## src/rtl/fetch_stage_pkg.sv

```systemverilog
// Shared pipeline definitions for the fetch front end: jump encodings,
// reset/NOP defaults and the IF/ID record layout.
package fetch_stage_pkg;

  localparam logic [1:0] JUMP_NONE = 2'b00;
  localparam logic [1:0] JUMP_J    = 2'b01;
  localparam logic [1:0] JUMP_JR   = 2'b10;

  localparam logic [31:0] RESET_PC_DEFAULT  = 32'h0040_0000;
  localparam logic [31:0] NOP_INSTR_DEFAULT = 32'h0000_0000;

  typedef struct packed {
    logic [31:0] instr;
    logic [31:0] pc_plus4;
    logic        valid;
  } if_id_t;

  // Redirect targets are word addresses; the low two bits are dropped.
  function automatic logic [31:0] align_word(input logic [31:0] addr);
    return addr & ~32'h0000_0003;
  endfunction

endpackage

```

## src/rtl/sat_counter.sv

```systemverilog
// 32-bit event counter that sticks at all-ones, with a synchronous active-low clear.
module sat_counter (
  input  logic        clk,
  input  logic        clear_n,
  input  logic        en,
  output logic [31:0] count
);

  always_ff @(posedge clk) begin
    if (!clear_n) begin
      count <= '0;
    end else if (en && (count != 32'hFFFF_FFFF)) begin
      count <= count + 32'd1;
    end
  end

endmodule

```

## src/rtl/fetch_stage.sv

```systemverilog
// Pipeline front end: program counter, next-PC arbitration and the IF/ID register,
// plus stall/flush performance counters.
module fetch_stage
  import fetch_stage_pkg::*;
#(
  parameter logic [31:0] RESET_PC  = RESET_PC_DEFAULT,
  parameter logic [31:0] NOP_INSTR = NOP_INSTR_DEFAULT
) (
  input  logic        clk,
  input  logic        reset,
  output logic [31:0] o_imem_addr,
  input  logic [31:0] i_imem_data,
  input  logic        i_pc_keep,
  input  logic        i_IF_ID_keep,
  input  logic        i_IF_ID_flush,
  input  logic        i_branch_taken,
  input  logic [31:0] i_branch_target,
  input  logic [1:0]  i_jump,
  input  logic [31:0] i_jump_target,
  input  logic [31:0] i_jr_target,
  output logic [31:0] o_IF_ID_instr,
  output logic [31:0] o_IF_ID_pc_plus4,
  output logic        o_IF_ID_valid,
  output logic [31:0] o_stall_cnt,
  output logic [31:0] o_flush_cnt
);

  localparam if_id_t BUBBLE = '{instr: NOP_INSTR, pc_plus4: 32'h0, valid: 1'b0};

  logic [31:0] pc;
  logic [31:0] pc_plus4;
  logic [31:0] next_pc;
  if_id_t      if_id;

  assign o_imem_addr = pc;
  assign pc_plus4    = pc + 32'd4;

  // A taken branch in EX outranks a stall: everything younger is discarded.
  always_comb begin
    next_pc = pc_plus4;
    if (i_branch_taken) begin
      next_pc = align_word(i_branch_target);
    end else if (i_pc_keep) begin
      next_pc = pc;
    end else begin
      case (i_jump)
        JUMP_NONE: next_pc = pc_plus4;
        JUMP_J:    next_pc = align_word(i_jump_target);
        JUMP_JR:   next_pc = align_word(i_jr_target);
        default:   next_pc = pc_plus4;
      endcase
    end
  end

  always_ff @(posedge clk) begin
    if (!reset) begin
      pc    <= RESET_PC;
      if_id <= BUBBLE;
    end else begin
      pc <= next_pc;
      if (i_branch_taken || (!i_IF_ID_keep && i_IF_ID_flush)) begin
        if_id <= BUBBLE;
      end else if (!i_IF_ID_keep) begin
        if_id <= '{instr: i_imem_data, pc_plus4: pc_plus4, valid: 1'b1};
      end
    end
  end

  assign o_IF_ID_instr    = if_id.instr;
  assign o_IF_ID_pc_plus4 = if_id.pc_plus4;
  assign o_IF_ID_valid    = if_id.valid;

  sat_counter u_stall_cnt (
    .clk     (clk),
    .clear_n (reset),
    .en      (i_pc_keep),
    .count   (o_stall_cnt)
  );

  // A flush that collides with an IF/ID hold is not a real flush.
  sat_counter u_flush_cnt (
    .clk     (clk),
    .clear_n (reset),
    .en      (i_IF_ID_flush & ~i_IF_ID_keep),
    .count   (o_flush_cnt)
  );

endmodule

```

## config.mk

```make
export PLATFORM = sky130hd
export DESIGN_NAME = fetch_stage
export DESIGN_NICKNAME = d
export VERILOG_FILES = /design/src/rtl/fetch_stage_pkg.sv /design/src/rtl/sat_counter.sv /design/src/rtl/fetch_stage.sv
export SDC_FILE = /design/constraint.sdc
export NUM_CORES = 1
export LEC_CHECK = 0
export CAP_MARGIN = 25
export CORE_MARGIN = 2
export CORE_UTILIZATION = 41
export DETAILED_ROUTE_END_ITERATION = 12
export GPL_ROUTABILITY_DRIVEN = 0
export GPL_TIMING_DRIVEN = 0
export HOLD_SLACK_MARGIN = 0.15
export PLACE_DENSITY = 0.81
export SKIP_LAST_GASP = 1
export SLEW_MARGIN = 30
export SYNTH_ARGS = -nofsm -noshare
export SYNTH_HDL_FRONTEND = slang
export SYNTH_HIERARCHICAL = 1
export SYNTH_SLANG_ARGS = --single-unit
```

## constraint.sdc

```tcl
create_clock -name clk -period 2.13 [get_ports clk]
set_clock_uncertainty 0.15 [all_clocks]
set_input_delay 0.213 -clock clk [delete_from_list [all_inputs] [get_ports clk]]
set_output_delay 0.213 -clock clk [all_outputs]
set_load 0.01 [all_outputs]
```

# [Yosys cells after proc, flatten, opt, wreduce, memory -nomap -nowiden]
# Index checks and enable logic that the tools add are counted.
# W data, S select, Z words.
[word_totals] regBits=161 inputBits=136 elab_cells=28
[classes] n_addsub=3 eq_ne=5 mux=3 n_bitwise=3 n_reduce_logical=7
[op_table] op="$add A32 B1 Y32 const B" n=2
[op_table] op="$mux W32" n=2
[op_table] op="$ne A32 B32 Y1 const B" n=2
[op_table] op="$pmux W32 S2" n=1
[op_table] op="$add A32 B3 Y32 const B" n=1
[op_table] op="$reduce_or A2 Y1" n=2
[op_table] op="$logic_and A1 B1 Y1" n=3
[op_table] op="$eq A2 B1 Y1 const B" n=1
[op_table] op="$eq A2 B2 Y1 const B" n=1
[op_table] op="$ne A2 B1 Y1 const B" n=1
[op_table] op="$not A1 Y1" n=2
[op_table] op="$and A1 B1 Y1" n=1
[op_table] op="$logic_not A1 Y1" n=1
[op_table] op="$logic_or A1 B1 Y1" n=1

# [Logic depth before layout (Yosys ltp)]
[depth] depth_word=4 depth_mapped=8 mapped_depth_nobuf=7

# [By module]
# Netlist, hierarchy kept.
[modules_own_cells] module="fetch_stage" instances=1 cells_per_inst=612 area_per_inst_um2=5007.3
[modules_own_cells] module="sat_counter" instances=2 cells_per_inst=200 area_per_inst_um2=1704.1

# [Worst setup path after synthesis]
# Ideal clock, no wire load.
[synth_timing] kind="input port to flip-flop" start="in i_IF_ID_flush" end="reg u_flush_cnt.count[31]" arrival_time_ns=2.099 required_ns=1.910 path_slack_ns=-0.189 stages=6 n_path_buf=0 cell_sequence="nor2b_1 nand4_1 or4_4 or3_1 or4_1 a21oi_1"
[synth_via] elab_chain_cells=2
[synth_lines] element="start, declared" line="fetch_stage.sv:15" source="input logic i_IF_ID_flush,"
[synth_lines] element="$and A1 B1 Y1" line="fetch_stage.sv:84" source=".en (i_IF_ID_flush & ~i_IF_ID_keep),"
[synth_lines] element="$logic_and A1 B1 Y1" line="sat_counter.sv:12" source="end else if (en && (count != 32'hFFFF_FFFF)) begin"
[synth_lines] element="end signal, assigned" line="sat_counter.sv:13" source="count <= count + 32'd1;"
[synth_lines] element="end, declared" line="sat_counter.sv:6" source="output logic [31:0] count"
# No other way between the ends.
# A chain may end at the register's enable or synchronous reset.

# [Worst setup path in the final report]
[layout_timing] start="reg u_flush_cnt.count[6]" end="reg u_flush_cnt.count[30]"
[layout_via] elab_chain_cells=2 elab_cells_between_ends=3 classes_between="1 x add/sub; 1 x eq/ne; 1 x reduce/logical"
[layout_lines] element="parallel branches: the longest is 2 deep, another holds $add A32 B1 Y32"
# Parallel ways; which one is timed is not known.

==> summary.txt <==
Cells and area
  – Final core utilization: 66.9%
  – Non-filler cells, final: 1,669
  – Layout filler cell count: 1,596
  – Nets: 1,527
  – Antenna Cells: 0
  – Layout cells sized above 1: 20.6%
  – Multi-input gate area: 5310 um^2
  – Seq. cell area: 3380 um^2
  – Syn-to-layout area delta: 60.4%

Power and ir drop
  – Seq pwr share: 43.3%
  – Peak supply drop: 0.504 mV
  – P_int: 5290 uW
  – Sw frac: 28.0%
  – Power per cell area: 544 nW/um^2
  – Sw power: 2060 uW
  – Clk network pwr share: 39.5%
  – Tot Pwr: 7350 uW
  – Comb pwr share: 17.2%
  – LEAKAGE: 0.00484 uW

Clock network
  – Clk root buf: clkbuf_16
  – Worst-Skew Late Latency: 0.43 ns
  – Sink Count: 161
  – Total CTS buffers: 17
  – H-tree levels: 4
  – CTS tree: yes
  – Max Root-Sink Buffers: 2
  – Clock-pin slew on the worst setup and hold paths: 0.07 ns
  – Hold Buf Count CTS: 0

Critical path
  – Setup crit end kind: register
  – Crit path DAT: 2.52 ns
  – CP Max Fanout: 5
  – Crit path launch type: register
  – WS Path Type: register to register
  – R2R depth: 6
  – Worst endpoint required time: 2.34 ns

Yosys
  – Syn. warnings: 6
  – Post-synthesis simple-gate area fraction: 25.2%
  – Post-Synth Adder-Cell Area: 0.743%
  – Register area share after synthesis: 38.3%
  – Multiplexer share of the synthesized area: 6.30%
  – Number of synthesized flops with an enable pin: 0
  – FF+latch count, synth: 161
  – Syn Inst Count: 1,012
  – Primary FF master, synth: dfxtp_1
  – Ys async rst share: 0%
  – Largest family of logic cells by synthesized area: simple AND/OR/NAND/NOR gates
  – Syn_nets: 1,153
  – Xor/xnor share of the synthesized area: 3.75%
  – Synth area leaders: dfxtp_1 38%, mux2i_1 6.3%, a21oi_1 4.5%
  – Most area-hungry cell type in the Yosys netlist: dfxtp_1
  – Compound-gate portion of the synthesized area: 21.2%
  – Mapped Avg Cell Area: 8.32 um^2
  – Post-synth top area share: 38.3%
  – Post-Syn Area: 8420 um^2
  – Synth cell types: 64

GRT
  – First-pass GRT wire length: 50.1 mm
  – Grt ovf: 0
  – Largest net degree at the start of global routing: 17
  – Overall global routing resource usage: 29.0%
  – Vias in the first global route: 9,373
  – Initial antenna violation count: 0

Route
  – Final wirelength: 33.6 mm
  – Avg WL per Cell: 20.1 um
  – # DRC: 0
  – Routed via count: 10,000
  – First-pass detailed-route iteration total: 7
  – Detail Route Antenna Nets: 0
  – Initial DRC count: 856
  – Vias/cell: 6.02

Placed design
  – Port bufs: 290
  – Post-detail-place hpwl: 23.4 mm
  – Cell Count Post-Placement: 1,572

Timing
  – Final setup vio count: 15
  – Slew Limit Fails: 0
  – Min setup slack post-route: -0.182 ns
  – Final Hold Slack: 0.218 ns
  – Fmax: 432 MHz
  – Final Hold Viols: 0
  – Worst slew margin: 50.8%
  – Final min period: 2.31 ns
  – Worst-margin pin slew: 0.738 ns
  – RSZ-0062 raised after global routing: true
  – Period utilisation layout: 109%

Status
  – Status: complete, but fails checks
  – Failing checks: negative setup slack

Floorplanning
  – Die width: 147 um
  – Initial Util: 41.7%
  – Total die area: 21,700 um^2
  – # rows: 52
  – I/O pin cnt: 297
  – Die height: 147 um
  – Area of the core: 20,200 um^2

Job
  – MaxCap Viol Count: 0

Worst hold path
  – Min-Delay Path Depth: 3
  – Hold WC Path Type: primary input to register
[what timing repair did]
item	4_1_cts	5_1_grt
gates resized for setup	79	103
endpoints found under the setup margin	103	98
endpoints found under the hold margin	0	0
buffers inserted	44	29
pin swaps	19	33
[critical path, cell delays in order, from the launching register on]
cell,delay (ns)
dfxtp_4,0.37
and4_4,0.23
buf_6,0.11
nand4_1,0.22
or4_4,0.62
or4_4,0.43
a21oi_2,0.11
[layer usage]
layer | global-route usage (%) | wire [um]
met1 | 33.9 | 12600
met2 | 50.9 | 16700
met3 | 6.93 | 2850
met4 | 12.3 | 1450
met5 | 0 | 0
[layout by cell type (no fill, tap or decap), types with 21 or more instances in the layout]
| cell | instances |
|---|---|
| dfxtp_4 | 32 |
| clkdlybuf4s50_1 | 288 |
| o21ai_0 | 63 |
| o31ai_1 | 29 |
| nand4_1 | 30 |
| mux2i_1 | 53 |
| a221oi_1 | 26 |
| clkbuf_1 | 34 |
| nand3_1 | 42 |
| dfxtp_1 | 99 |
| dfxtp_2 | 30 |
| xnor2_1 | 26 |
| nand2_1 | 82 |
| a21oi_1 | 66 |
| buf_4 | 71 |
| nand2b_1 | 21 |
| nor2_1 | 78 |
[cell families after synthesis]
family,count (synthesis)
buffers and inverters,95
adders and majority gates,5
muxes,53
and+or+nand+nor,393
DFF,161
xor gates and xnor gates,36
AOI/OAI and AO/OA,269
[registers in the layout (all words and copies together), names as in the netlist]
signal             cells
u_flush_cnt/count     32
o_imem_addr           32
u_stall_cnt/count     32
o_IF_ID_pc_plus4      32
o_IF_ID_valid          1
o_IF_ID_instr         32
[final timing paths]
path	startpoint	end	slack [ns]
worst max-delay path	u_flush_cnt/count[6]	u_flush_cnt/count[30]	-0.18
worst min-delay path	i_branch_target[21]	o_imem_addr[21]	0.22
worst min register to register	o_IF_ID_pc_plus4[22]	o_IF_ID_pc_plus4[22]	0.31
worst max register to register	u_flush_cnt/count[6]	u_flush_cnt/count[30]	-0.18
[power by group through the flow]
stage / sequential [uW] / combinational, uW / clock (uW)
after floorplan: 3280 / 481 / 0
after global placement: 3260 / 1130 / 0
final: 3180 / 1260 / 2900
after CTS: 3180 / 1200 / 2940
after detailed placement: 3260 / 1140 / 0
after global routing: 3190 / 1330 / 3070
[cell type report]
class | instances | area share, %
Multi-Input combinational cell | 756 | 39.3
Timing Repair Buffer | 363 | 25.8
Sequential cell | 161 | 25.0
Clock buffer | 20 | 3.38
Buffer | 69 | 2.67
Tap cell | 270 | 2.50
Clock inverter | 12 | 0.732
Inverter | 18 | 0.501
[cell usage after synthesis, drive strengths merged (3+ instances only)]
library cell / instances
dfxtp: 161
nand2: 84
nor2: 81
a21oi: 76
o21ai: 64
clkbuf: 59
mux2i: 53
nand3: 49
nand4: 31
o31ai: 30
or4: 28
a221oi: 27
xnor2: 27
nand2b: 21
and4: 18
buf: 18
inv: 18
nor4: 18
nor3: 16
or3: 16
and3: 14
xor2: 9
a211oi: 8
o21a: 8
o41ai: 8
and2: 6
o211ai: 6
a221o: 5
ha: 5
o311ai: 5
a31oi: 4
a21o: 3
a31o: 3
nor2b: 3
or2: 3
[per-stage QoR]
stage	setup slack, ns	setup TNS [ns]	instance area (um^2)
6_report	-0.182	-0.968	13500
5_1_grt	-0.232	-3.11	13500
2_1_floorplan	-0.0443	-0.149	8550
4_1_cts	-0.185	-1.10	13000
3_3_place_gp	-0.753	-56.20	11800
3_5_place_dp	-0.797	-60.41	11800
No activity file was read; power rests on OpenSTA's default activity.
